[src/rtl/vend_pkg.sv]
// vend_pkg: definitions shared by the vending-machine front end and the vending FSM.
//  - channel index constants (CH_WATER..CH_CANCEL) and NUM_CH
//  - arbiter state encoding (IDLE / ISSUE / GAP)
//  - arbitration priority order and a fixed-priority picker
package vend_pkg;

  localparam int NUM_CH = 6;

  typedef logic [2:0] ch_idx_t;

  localparam ch_idx_t CH_WATER  = 3'd0;
  localparam ch_idx_t CH_COKE   = 3'd1;
  localparam ch_idx_t CH_COFFEE = 3'd2;
  localparam ch_idx_t CH_COIN5  = 3'd3;
  localparam ch_idx_t CH_COIN10 = 3'd4;
  localparam ch_idx_t CH_CANCEL = 3'd5;

  // Product-selection channels; a cancel throws these away but keeps coins.
  localparam logic [NUM_CH-1:0] SEL_MASK = 6'b000111;

  typedef enum logic [1:0] {
    ARB_IDLE  = 2'd0,
    ARB_ISSUE = 2'd1,
    ARB_GAP   = 2'd2
  } arb_state_e;

  // Highest priority first.
  localparam ch_idx_t PRIO_ORDER [NUM_CH] = '{
    CH_CANCEL, CH_COIN10, CH_COIN5, CH_COFFEE, CH_COKE, CH_WATER
  };

  // One-hot grant of the highest-priority requester, zero when nothing requests.
  function automatic logic [NUM_CH-1:0] pick_highest(input logic [NUM_CH-1:0] req);
    logic [NUM_CH-1:0] grant;
    grant = {NUM_CH{1'b0}};
    // Walk from lowest to highest priority so the last hit is the winner.
    for (int i = NUM_CH - 1; i >= 0; i--) begin
      if (req[PRIO_ORDER[i]]) begin
        grant = {NUM_CH{1'b0}};
        grant[PRIO_ORDER[i]] = 1'b1;
      end else begin
        grant = grant;
      end
    end
    return grant;
  endfunction

endpackage

[src/rtl/vend_debounce.sv]
// vend_debounce: one input channel of the front end.
//  raw -> 2-flop synchroniser -> debounce counter -> stable level.
//  The stable level follows the synchronised input only after DEBOUNCE_CYCLES
//  consecutive samples that disagree with it; rise pulses for one cycle on the
//  clock edge at which the stable level goes 0 -> 1.
// Ports:
//  clk   in  system clock
//  rst_n in  asynchronous active-low reset
//  raw   in  asynchronous, bouncy input
//  rise  out one-cycle pulse on an accepted rising edge
import vend_pkg::*;

module vend_debounce #(
  parameter int DEBOUNCE_CYCLES = 16
) (
  input  logic clk,
  input  logic rst_n,
  input  logic raw,
  output logic rise
);

  localparam int CW = ($clog2(DEBOUNCE_CYCLES + 1) < 1) ? 1 : $clog2(DEBOUNCE_CYCLES + 1);
  localparam logic [CW-1:0] CNT_ZERO = {CW{1'b0}};
  localparam logic [CW-1:0] CNT_ONE  = CW'(1);
  // The edge that would bring the count to DEBOUNCE_CYCLES is the accepting edge.
  localparam logic [CW-1:0] CNT_LAST = CW'(DEBOUNCE_CYCLES - 1);

  logic [1:0]    sync_r;
  logic          stable_r;
  logic [CW-1:0] cnt_r;
  logic          rise_r;

  // Synchroniser, debounce counter, stable level and rise pulse.
  always_ff @(posedge clk or negedge rst_n) begin
    if (!rst_n) begin
      sync_r   <= 2'b00;
      stable_r <= 1'b0;
      cnt_r    <= CNT_ZERO;
      rise_r   <= 1'b0;
    end else begin
      sync_r <= {sync_r[0], raw};
      rise_r <= 1'b0;
      if (sync_r[1] == stable_r) begin
        cnt_r <= CNT_ZERO;
      end else if (cnt_r == CNT_LAST) begin
        stable_r <= sync_r[1];
        cnt_r    <= CNT_ZERO;
        rise_r   <= sync_r[1];
      end else begin
        cnt_r <= cnt_r + CNT_ONE;
      end
    end
  end

  assign rise = rise_r;

endmodule

[src/rtl/vend_input_cond.sv]
// vend_input_cond: front-end conditioner for the vending-machine controller.
//  Debounces six raw panel/coin inputs, latches each accepted rising edge as a
//  pending event and issues pending events one at a time as registered
//  single-cycle pulses, separated by GAP_CYCLES all-zero cycles.
// Ports:
//  clk, rst_n          clock, asynchronous active-low reset
//  raw_*               asynchronous bouncy inputs (coin5, coin10, sel_water/coke/coffee, cancel)
//  hold                downstream busy; pending events wait while high
//  clr_lost            synchronous clear of evt_lost
//  coin5 .. cancel     one-cycle event pulses, at most one high per cycle
//  evt_lost            sticky flag: an accepted edge hit an already-pending channel
import vend_pkg::*;

module vend_input_cond #(
  parameter int DEBOUNCE_CYCLES = 16,
  parameter int GAP_CYCLES      = 2
) (
  input  logic clk,
  input  logic rst_n,
  input  logic raw_coin5,
  input  logic raw_coin10,
  input  logic raw_sel_water,
  input  logic raw_sel_coke,
  input  logic raw_sel_coffee,
  input  logic raw_cancel,
  input  logic hold,
  input  logic clr_lost,
  output logic coin5,
  output logic coin10,
  output logic sel_water,
  output logic sel_coke,
  output logic sel_coffee,
  output logic cancel,
  output logic evt_lost
);

  localparam int GW = ($clog2(GAP_CYCLES + 1) < 1) ? 1 : $clog2(GAP_CYCLES + 1);
  // The IDLE cycle that precedes the next issue is the last guard cycle, so the
  // GAP state itself only has to cover GAP_CYCLES-1 cycles.
  localparam int GAP_LOAD_INT = (GAP_CYCLES > 1) ? (GAP_CYCLES - 1) : 0;
  localparam logic [GW-1:0] GAP_LOAD = GW'(GAP_LOAD_INT);
  localparam logic [GW-1:0] GAP_ONE  = GW'(1);
  localparam logic [GW-1:0] GAP_ZERO = {GW{1'b0}};
  localparam logic [NUM_CH-1:0] CH_NONE = {NUM_CH{1'b0}};

  logic [NUM_CH-1:0] raw_vec_s;
  logic [NUM_CH-1:0] rise_s;

  logic [NUM_CH-1:0] pending_r;
  logic [NUM_CH-1:0] evt_out_r;
  logic              lost_r;
  arb_state_e        state_r;
  logic [GW-1:0]     gap_cnt_r;

  logic [NUM_CH-1:0] grant_s;
  logic              issue_s;
  logic [NUM_CH-1:0] clear_s;
  logic [NUM_CH-1:0] kept_s;
  logic [NUM_CH-1:0] pending_nxt_s;
  logic              lost_hit_s;
  arb_state_e        state_nxt_s;
  logic [GW-1:0]     gap_cnt_nxt_s;
  logic [NUM_CH-1:0] evt_nxt_s;

  assign raw_vec_s[CH_WATER]  = raw_sel_water;
  assign raw_vec_s[CH_COKE]   = raw_sel_coke;
  assign raw_vec_s[CH_COFFEE] = raw_sel_coffee;
  assign raw_vec_s[CH_COIN5]  = raw_coin5;
  assign raw_vec_s[CH_COIN10] = raw_coin10;
  assign raw_vec_s[CH_CANCEL] = raw_cancel;

  for (genvar g = 0; g < NUM_CH; g++) begin : g_chan
    vend_debounce #(
      .DEBOUNCE_CYCLES(DEBOUNCE_CYCLES)
    ) u_deb (
      .clk  (clk),
      .rst_n(rst_n),
      .raw  (raw_vec_s[g]),
      .rise (rise_s[g])
    );
  end

  // Arbitration choice and pending-flag bookkeeping.
  always_comb begin
    grant_s = pick_highest(pending_r);
    issue_s = (state_r == ARB_IDLE) && !hold && (pending_r != CH_NONE);
    clear_s = CH_NONE;
    if (issue_s) begin
      clear_s = grant_s;
      if (grant_s[CH_CANCEL]) begin
        clear_s = grant_s | SEL_MASK;
      end else begin
        clear_s = grant_s;
      end
    end else begin
      clear_s = CH_NONE;
    end
    kept_s        = pending_r & ~clear_s;
    // A new edge always re-arms the channel; it is only "lost" when the
    // channel was still waiting from an earlier edge.
    pending_nxt_s = kept_s | rise_s;
    lost_hit_s    = ((kept_s & rise_s) != CH_NONE);
  end

  // Arbiter next state, guard counter and next pulse vector.
  always_comb begin
    state_nxt_s   = state_r;
    gap_cnt_nxt_s = gap_cnt_r;
    evt_nxt_s     = CH_NONE;
    case (state_r)
      ARB_IDLE: begin
        if (issue_s) begin
          state_nxt_s = ARB_ISSUE;
          evt_nxt_s   = grant_s;
        end else begin
          state_nxt_s = ARB_IDLE;
        end
      end
      ARB_ISSUE: begin
        if (GAP_CYCLES > 1) begin
          state_nxt_s   = ARB_GAP;
          gap_cnt_nxt_s = GAP_LOAD;
        end else begin
          state_nxt_s   = ARB_IDLE;
          gap_cnt_nxt_s = GAP_ZERO;
        end
      end
      ARB_GAP: begin
        if (gap_cnt_r <= GAP_ONE) begin
          state_nxt_s   = ARB_IDLE;
          gap_cnt_nxt_s = GAP_ZERO;
        end else begin
          state_nxt_s   = ARB_GAP;
          gap_cnt_nxt_s = gap_cnt_r - GAP_ONE;
        end
      end
      default: begin
        state_nxt_s   = ARB_IDLE;
        gap_cnt_nxt_s = GAP_ZERO;
      end
    endcase
  end

  // Arbiter state, pending flags, registered pulses and sticky lost flag.
  always_ff @(posedge clk or negedge rst_n) begin
    if (!rst_n) begin
      state_r   <= ARB_IDLE;
      gap_cnt_r <= GAP_ZERO;
      pending_r <= CH_NONE;
      evt_out_r <= CH_NONE;
      lost_r    <= 1'b0;
    end else begin
      state_r   <= state_nxt_s;
      gap_cnt_r <= gap_cnt_nxt_s;
      pending_r <= pending_nxt_s;
      evt_out_r <= evt_nxt_s;
      if (lost_hit_s) begin
        lost_r <= 1'b1;
      end else if (clr_lost) begin
        lost_r <= 1'b0;
      end else begin
        lost_r <= lost_r;
      end
    end
  end

  assign sel_water  = evt_out_r[CH_WATER];
  assign sel_coke   = evt_out_r[CH_COKE];
  assign sel_coffee = evt_out_r[CH_COFFEE];
  assign coin5      = evt_out_r[CH_COIN5];
  assign coin10     = evt_out_r[CH_COIN10];
  assign cancel     = evt_out_r[CH_CANCEL];
  assign evt_lost   = lost_r;

endmodule

[config.mk]
export PLATFORM = sky130hd
export DESIGN_NAME = vend_input_cond
export DESIGN_NICKNAME = d
export VERILOG_FILES = /design/src/rtl/vend_pkg.sv /design/src/rtl/vend_debounce.sv /design/src/rtl/vend_input_cond.sv
export SDC_FILE = /design/constraint.sdc
export NUM_CORES = 1
export LEC_CHECK = 0
export BUFFER_PORTS_ARGS = -buffer_cell sky130_fd_sc_hd__buf_2
export CAP_MARGIN = 20
export CORE_AREA = 10 10 81 101
export DETAILED_ROUTE_END_ITERATION = 8
export DIE_AREA = 0 0 91 111
export PLACE_DENSITY = 0.72
export SKIP_CTS_REPAIR_TIMING = 1
export SLEW_MARGIN = 20
export SYNTH_ARGS = -nofsm -noshare
export SYNTH_HDL_FRONTEND = slang
export SYNTH_SLANG_ARGS = --single-unit
[constraint.sdc]
create_clock -name clk -period 5.26 [get_ports clk]
set_input_delay 0.526 -clock clk [delete_from_list [all_inputs] [get_ports clk]]
set_output_delay 0.526 -clock clk [all_outputs]
set_load 0.05 [all_outputs]
==> flow_summary.ini, run 1 <==
[sta]
hold-worst-slack_ns = 0.282
layout_min_cycle_time_ns = 1.85
setup_viol_count_final = 0
fin_skew_ns = 0.0115
timing_hold_violations_final = 0
drv_slew = 0
layout_worst_path_cycle_share_pct = 35.1
setup_tns_ns = 0
worst_slew_pin_slew_ns = 0.856
fmax_ghz = 0.542
grt_setup_unrepaired = false
worst_slew_margin_rel_pct = 43.0

[worst_setup_path]
timing.critical_path.arrival_ns = 2.07
start_kind = register
reg2regPathDepth = 6
crit_buf_inv = 1
critical_path.slowest_cell = or3b_4
top_family_by_delay_on_critical_path = simple AND/OR/NAND/NOR gates
worstSetupEndpointType = register
r2r_start = state_r[0]
crit_path_max_incr_delay_ns = 0.44
critical_path.cell_chain = inv_1 -> ha_1 -> or3b_4 -> and3_4 -> a311oi_1 -> nand4_1
reg2reg_setup_slack_ns = 3.41
crit_fanout = 6
critPathKind = reg -> reg
worstReg2RegEnd = evt_lost
crit_required_ns = 5.48

[min_path]
hold_path_depth = 1
hold_path_startpoint = raw_coin5
hold_end = g_chan[3].u_deb.sync_r[0]
holdCritPathClass = in -> reg

[final_layout]
most_common_library_cell_in_the_layout_ignoring_fill_and_taps = dfrtp_1
area_delta_synth_final_pct = 14.8
antenna_cells_inserted = 0
final_layout_size_suffix_gt1_share_pct = 18.5
fill_cells = 597
finish.net_count = 263
most_used_cells_in_the_layout_excluding_fill_and_tap_cells = dfrtp_1 (71), nor2_1 (28), xor2_1 (18), buf_2 (16), nand3_1 (14)

[power_and_ir_drop]
pwr_density_cell_nw_per_um2 = 344
p_switching_uw = 239
sequential_power_share_pct = 52.8
internal_power_uw = 845
cellLeakagePower_nw = 1.67
power_share_of_the_clock_group_pct = 43.4
power_frac_comb_pct = 3.8
vdd_drop_max_mv = 0.172
swShare_pct = 22.1

[synthesis]
synthesis.area_um2 = 2750
postSynthCellCount = 216
synth_area_leaders = dfrtp_1 (65%), xor2_1 (5.7%), ha_1 (4.6%)
syn_nets = 236
synth_cell_type_count = 33
synth_top_cell_area_share_pct = 64.7
yosysTopAreaCell = dfrtp_1
synth_edf_count = 0
synthesis.area_per_instance_um2 = 12.7
synth-seq-cells = 71
fraction_of_registers_with_async_set_or_reset_after_synthesis_pct = 100
synthesis.yosys.warnings = 0
synth_sequential_area_ratio_pct = 64.7
synth_flop_cell = dfrtp_1

[cts]
clkSinkCount = 71
clock-root-buffer = clkbuf_8
clock_path_buffers = 2
tritoncts = done
tritoncts.num_buffers = 9
cts_htree_levels = 3
clk_transition_reported_paths_ns = 0.08
clkLatencyLatePin_ns = 0.35

[global_routing]
grt_pass1_wl_um = 7270
grt.total_usage_pct = 8.97
via_count_of_the_first_global_routing_pass = 1606
grt_overflow = 0
grt_start_max_net_pins = 72
antenna_found_initial = 0

[drt]
detailroute.via_count = 1602
ant_nets = 0
route.detailed.drc = 0
vias_per_cell = 4.78
drt_iter0_drc = 49
drt-total-wl_um = 4070
drt_first_pass_iters = 3
wl_per_cell_um = 12.1

[floorplanning]
die_height_um = 111
io_pins = 17
fp-row-count = 33
die_outline_area_um2 = 10100
initial_cell_density_of_the_core_pct = 43.2
fp.coreArea_um2 = 6360
dieWidth_um = 91

[job]
maxCapViolCount = 0

[place]
place_congestion = 0.785
dpl.hpwl_um = 2720
port_buffers = 16

[status]
status = complete, no violations
-- state kept, by name, summed over array words and instances, names as in the netlist --
register               flops
g_chan.u_deb.cnt_r        30
g_chan.u_deb.sync_r       12
evt_out_r                  6
g_chan.u_deb.rise          6
g_chan.u_deb.stable_r      6
pending_r                  6
gap_cnt_r                  2
state_r                    2
evt_lost                   1
-- how the worst max path moves through the flow --
stage	endpoint	start	depth (start not counted)	slack, ns
final	evt_lost	state_r[0]	6	3.41
after global routing	evt_lost	state_r[0]	6	3.28
after CTS	evt_lost	state_r[0]	6	3.40
after detailed placement	evt_lost	state_r[0]	6	3.40
after global placement	evt_lost	state_r[0]	6	3.45
after floorplan	evt_lost	state_r[0]	6	3.52
-- area by class of cell --
class / count / area (µm²) / share of cell area (%)
clock inverter: 7 / 97.6 / 3.09
sequential: 71 / 1780 / 56.3
inverter: 9 / 33.8 / 1.07
multi-input combinational: 135 / 926 / 29.4
timing repair buffer: 17 / 87.6 / 2.78
tap: 87 / 109 / 3.45
clock buffer: 9 / 124 / 3.93
-- layer usage --
metal | global-route usage (%) | up-vias | wire length [µm]
met2 | 13.4 | 21 | 2030
met3 | 3.05 | 6 | 206
met5 | 0 | - | 0
met4 | 7.54 | 0 | 76
li1 | - | 788 | -
met1 | 10.0 | 787 | 1750
-- cells in the mapped netlist (2+ instances only) --
library cell  instances
dfrtp_1              71
a21o_1                3
nor4b_1               6
nand2_1               3
mux2_2                6
nor2_1               28
o21ai_0              12
a21o_2                2
xor2_1               18
and2_1                7
and3_1                8
ha_1                 10
inv_1                 9
nand3_1              14
-- power by group through the flow --
stage | clock network [mW] | registers [mW] | logic (mW)
global placement | 0 | 0.582 | 0.0410
floorplan | 0 | 0.580 | 0.0237
finish | 0.471 | 0.572 | 0.0412
detailed placement | 0 | 0.583 | 0.0427
global route | 0.512 | 0.574 | 0.0490
CTS | 0.484 | 0.572 | 0.0429
-- kinds of logic (layout without fill, tap and decap cells) --
group / count (synthesis) / after routing / share of synthesized area (%)
AO/OA/AOI/OAI: 22 / 22 / 4.96
XOR/XNOR: 18 / 18 / 5.74
adder cells (fa/ha/maj): 10 / 10 / 4.55
buffers and inverters: 10 / 42 / 1.64
flip-flops: 71 / 71 / 64.7
multiplexers: 7 / 7 / 2.82
AND/OR/NAND/NOR: 78 / 78 / 15.6
-- metrics by stage --
step	cells	area, µm²	setup WS, ns	util (%)	total power [mW]
after floorplan	216	2750	3.52	-	0.604
after global placement	319	2930	3.45	46.1	0.623
after detailed placement	319	2930	3.40	46.1	0.626
after CTS	335	3150	3.40	49.6	1.10
after global routing	335	3150	3.28	49.6	1.13
final	335	3150	3.41	49.6	1.08
(Power assumes the default switching activity.)
==> inputs of run 2 (changes only) <==
==> constraint.sdc (replaced) <==
create_clock -name clk -period 1.8 [get_ports clk]
set_input_delay 0.18 -clock clk [delete_from_list [all_inputs] [get_ports clk]]
set_output_delay 0.18 -clock clk [all_outputs]
set_load 0.05 [all_outputs]
==> flow_summary.ini, run 2 (same netlist as run 1, synthesis figures left out) <==
[cts]
tritoncts.num_buffers = 9
clkSinkCount = 71
clk_transition_reported_paths_ns = 0.07
clock-root-buffer = clkbuf_8
tritoncts = done
clkLatencyLatePin_ns = 0.34
cts_htree_levels = 3
clock_path_buffers = 2

[worst_setup_path]
critPathKind = reg -> reg
worstReg2RegEnd = evt_lost
timing.critical_path.arrival_ns = 1.94
crit_fanout = 4
start_kind = register
crit_required_ns = 2.01
worstSetupEndpointType = register
r2r_start = state_r[1]
reg2regPathDepth = 6
reg2reg_setup_slack_ns = 0.07

[drt]
wl_per_cell_um = 12.0
detailroute.via_count = 1651
vias_per_cell = 4.79
drt_iter0_drc = 56
drt-total-wl_um = 4150
ant_nets = 0
route.detailed.drc = 0
drt_first_pass_iters = 4

[floorplanning]
io_pins = 17
dieWidth_um = 91
initial_cell_density_of_the_core_pct = 43.2
die_height_um = 111
die_outline_area_um2 = 10100
fp-row-count = 33
fp.coreArea_um2 = 6360

[place]
dpl.hpwl_um = 2850
port_buffers = 16
place_congestion = 0.790

[min_path]
hold_path_startpoint = hold
holdCritPathClass = in -> reg
hold_path_depth = 3
hold_end = state_r[0]

[final_layout]
most_used_cells_in_the_layout_excluding_fill_and_tap_cells = dfrtp_1 (71), nor2_1 (28), xor2_1 (18), buf_2 (16), nand3_1 (14)
max_flop_register = g_chan.u_deb.cnt_r
final_layout_size_suffix_gt1_share_pct = 19.0
finish.net_count = 274
largest_register_ffs = 30
most_common_library_cell_in_the_layout_ignoring_fill_and_taps = dfrtp_1
area_delta_synth_final_pct = 16.9
reg.largest.list = g_chan.u_deb.cnt_r (30), g_chan.u_deb.sync_r (12)
layout.core_utilization_pct = 50.5
antenna_cells_inserted = 0

[sta]
timing_hold_violations_final = 0
fmax_ghz = 0.580
setup_viol_count_final = 0
layout_min_cycle_time_ns = 1.73
grt_setup_unrepaired = false
worst_slew_margin_rel_pct = 75.8
layout_worst_path_cycle_share_pct = 95.9
worst_slew_pin_slew_ns = 0.359
setup_tns_ns = 0
fin_skew_ns = 0.00771
drv_slew = 0

[status]
status = complete, no violations

[global_routing]
grt.total_usage_pct = 8.74
grt_overflow = 0
via_count_of_the_first_global_routing_pass = 1683
grt_start_max_net_pins = 72
antenna_found_initial = 0
grt_pass1_wl_um = 7220

[power_and_ir_drop]
vdd_drop_max_mv = 0.376
cellLeakagePower_nw = 1.69
pwr_density_cell_nw_per_um2 = 896

[job]
maxCapViolCount = 0
## run 2: cell count changes in the layout (fill, tap and decap cells not counted), sizes merged
cell	before	now
clkinvlp	2	1
dlygate4sd3	0	7
clkbuf	9	11
bufinv	2	0
buf	17	21
## run 2: report_power, final
part | total (mW) | switching (mW) | internal [mW]
combinational | 0.137 | 0.0755 | 0.0615
sequential | 1.67 | 0.0310 | 1.64
clock | 1.07 | 0.546 | 0.523
## run 2: worst max-delay path: stages (launching register included)
cell,delay [ns]
dfrtp_1,0.41
inv_1,0.09
ha_2,0.18
or3b_4,0.38
and3_4,0.18
a311oi_1,0.25
nand4_1,0.12
## run 2: worst max-delay path by stage
stage / slack, ns / to / start
after floorplan: 0.06 / evt_lost / state_r[0]
after global placement: 0.13 / evt_lost / state_r[1]
after detailed placement: 0.08 / evt_lost / state_r[1]
after CTS: 0.09 / evt_lost / state_r[1]
after global routing: 0.005 / evt_lost / state_r[1]
final: 0.07 / evt_lost / state_r[1]
## run 2: per-stage QoR
stage / instances / instance area (µm²) / power [mW] / worst slack (ns) / hold WS [ns]
floorplan: 216 / 2750 / 1.77 / 0.0574 / -0.116
global placement: 323 / 2980 / 1.83 / 0.130 / 0.232
detailed placement: 323 / 2980 / 1.83 / 0.0831 / 0.234
CTS: 338 / 3140 / 2.92 / 0.0851 / -0.144
global route: 345 / 3210 / 3.02 / 0.00471 / 0.196
finish: 345 / 3210 / 2.88 / 0.0745 / 0.178
## run 2: layer usage
metal	up-vias	routed length [µm]	share of wire, %	global-route usage, %
met5	-	0	0	0
met4	0	70	1.7	5.03
met3	5	154	3.7	3.12
li1	812	-	-	-
met1	808	1860	45	9.29
met2	26	2060	50	14.6
## run 2: cell type report
cell class	count	area (µm²)
Fill cell	580	3150
Sequential cell	71	1780
Multi-Input combinational cell	135	928
Timing Repair Buffer	28	200
Clock buffer	11	141
Tap cell	87	109
Inverter	9	33.8
Clock inverter	4	22.5
==> inputs of run 3 (changes only) <==
==> constraint.sdc (replaced) <==
create_clock -name clk -period 2.09 [get_ports clk]
set_input_delay 0.209 -clock clk [delete_from_list [all_inputs] [get_ports clk]]
set_output_delay 0.209 -clock clk [all_outputs]
set_load 0.05 [all_outputs]
==> flow_summary.ini, run 3 (same netlist as run 1, synthesis figures left out) <==
[final_layout]
largest_register_ffs = 30
fill_cells = 592
most_common_library_cell_in_the_layout_ignoring_fill_and_taps = dfrtp_1
max_flop_register = g_chan.u_deb.cnt_r
antenna_cells_inserted = 0
area_delta_synth_final_pct = 16.9
layout.core_utilization_pct = 50.5
most_used_cells_in_the_layout_excluding_fill_and_tap_cells = dfrtp_1 (71), nor2_1 (28), xor2_1 (18), buf_2 (16), nand3_1 (14)
reg.largest.list = g_chan.u_deb.cnt_r (30), g_chan.u_deb.sync_r (12)
finish.net_count = 270
final_layout_size_suffix_gt1_share_pct = 18.0
layout.cells.non_filler = 342

[sta]
layout_worst_path_cycle_share_pct = 89.6
setup_tns_ns = 0
drv_slew = 0
fin_skew_ns = 0.00670
worst_slew_margin_rel_pct = 63.7
timing_hold_violations_final = 0
layout_min_cycle_time_ns = 1.87
fmax_ghz = 0.534
grt_setup_unrepaired = false
setup_viol_count_final = 0
worst_slew_pin_slew_ns = 0.540

[floorplanning]
dieWidth_um = 91
die_outline_area_um2 = 10100
initial_cell_density_of_the_core_pct = 43.2
die_height_um = 111
io_pins = 17
fp-row-count = 33
fp.coreArea_um2 = 6360

[global_routing]
via_count_of_the_first_global_routing_pass = 1664
grt_use_met2_pct = 14.3
antenna_found_initial = 0
grt.total_usage_pct = 8.79
grt_start_max_net_pins = 50
grt_overflow = 0
grtUsageMet3_pct = 4.40
grt_util_met1_pct = 8.92
gr-max-usage-layer = met2
grt_pass1_wl_um = 7140

[worst_setup_path]
start_kind = register
crit_fanout = 6
timing.critical_path.arrival_ns = 2.09
worstSetupEndpointType = register
reg2regPathDepth = 6
r2r_start = state_r[0]
crit_required_ns = 2.31
reg2reg_setup_slack_ns = 0.22
critPathKind = reg -> reg
worstReg2RegEnd = evt_lost

[place]
place_congestion = 0.783
dpl.hpwl_um = 2840
placedCellCount = 319
port_buffers = 16

[cts]
clock-root-buffer = clkbuf_8
clock_path_buffers = 2
clkLatencyLatePin_ns = 0.34
clkSinkCount = 71
cts_htree_levels = 3
tritoncts.num_buffers = 9
tritoncts = done
clk_transition_reported_paths_ns = 0.07

[min_path]
hold_end = state_r[0]
hold_path_depth = 3
hold_path_startpoint = hold
holdCritPathClass = in -> reg

[drt]
drt_iter0_drc = 67
drt_first_pass_iters = 4
detailroute.via_count = 1630
drt-total-wl_um = 4050
ant_nets = 0
route.detailed.drc = 0
wl_per_cell_um = 11.9
vias_per_cell = 4.77

[job]
maxCapViolCount = 0

[power_and_ir_drop]
pwr_density_cell_nw_per_um2 = 817
cellLeakagePower_nw = 1.69
vdd_drop_max_mv = 0.452
design_power_total_mw = 2.63

[status]
status = complete, no violations
-- run 3: worst max path at each step --
| stage | start | end | slack [ns] | cells after the start |
|---|---|---|---|---|
| after floorplan | state_r[0] | evt_lost | 0.35 | 6 |
| after global placement | state_r[0] | evt_lost | 0.28 | 6 |
| after CTS | state_r[0] | evt_lost | 0.20 | 6 |
| after detailed placement | state_r[0] | evt_lost | 0.24 | 6 |
| after global routing | state_r[0] | evt_lost | 0.11 | 6 |
| final | state_r[0] | evt_lost | 0.22 | 6 |
-- run 3: cell type report --
type,count,area (µm²),area share [%]
clock buffers,10,138,4.28
multi-input cells,135,926,28.8
inverters,9,33.8,1.05
well taps,87,109,3.39
flip-flops and latches,71,1780,55.3
clock inverters,6,60.1,1.87
repair buffers,24,170,5.30
-- run 3: report_power, final --
part | switching, mW | total (mW) | internal (mW)
Sequential | 0.0267 | 1.44 | 1.41
Combinational | 0.0650 | 0.117 | 0.0516
Clock | 0.493 | 1.07 | 0.576
-- run 3: per-stage QoR --
| stage | instance area (µm²) | worst slack [ns] | hold slack, ns |
|---|---|---|---|
| 2_1_floorplan | 2750 | 0.347 | -0.0866 |
| 3_3_place_gp | 2950 | 0.284 | 0.221 |
| 3_5_place_dp | 2950 | 0.242 | 0.224 |
| 4_1_cts | 3140 | 0.202 | -0.154 |
| 5_1_grt | 3210 | 0.105 | 0.199 |
| 6_report | 3210 | 0.217 | 0.196 |
-- run 3: worst max-delay path: stages, from the launching register on --
cell and delay [ns]:
dfrtp_1 0.40, inv_1 0.12, ha_1 0.24, or3b_4 0.43, and3_4 0.19, a311oi_1 0.24
nand4_1 0.13
-- run 3: per-layer routing --
| layer | share of wire (%) | vias to the layer above |
|---|---|---|
| li1 | - | 803 |
| met1 | 43 | 790 |
| met2 | 49 | 27 |
| met3 | 4.5 | 10 |
| met4 | 3.0 | 0 |
| met5 | 0 | - |
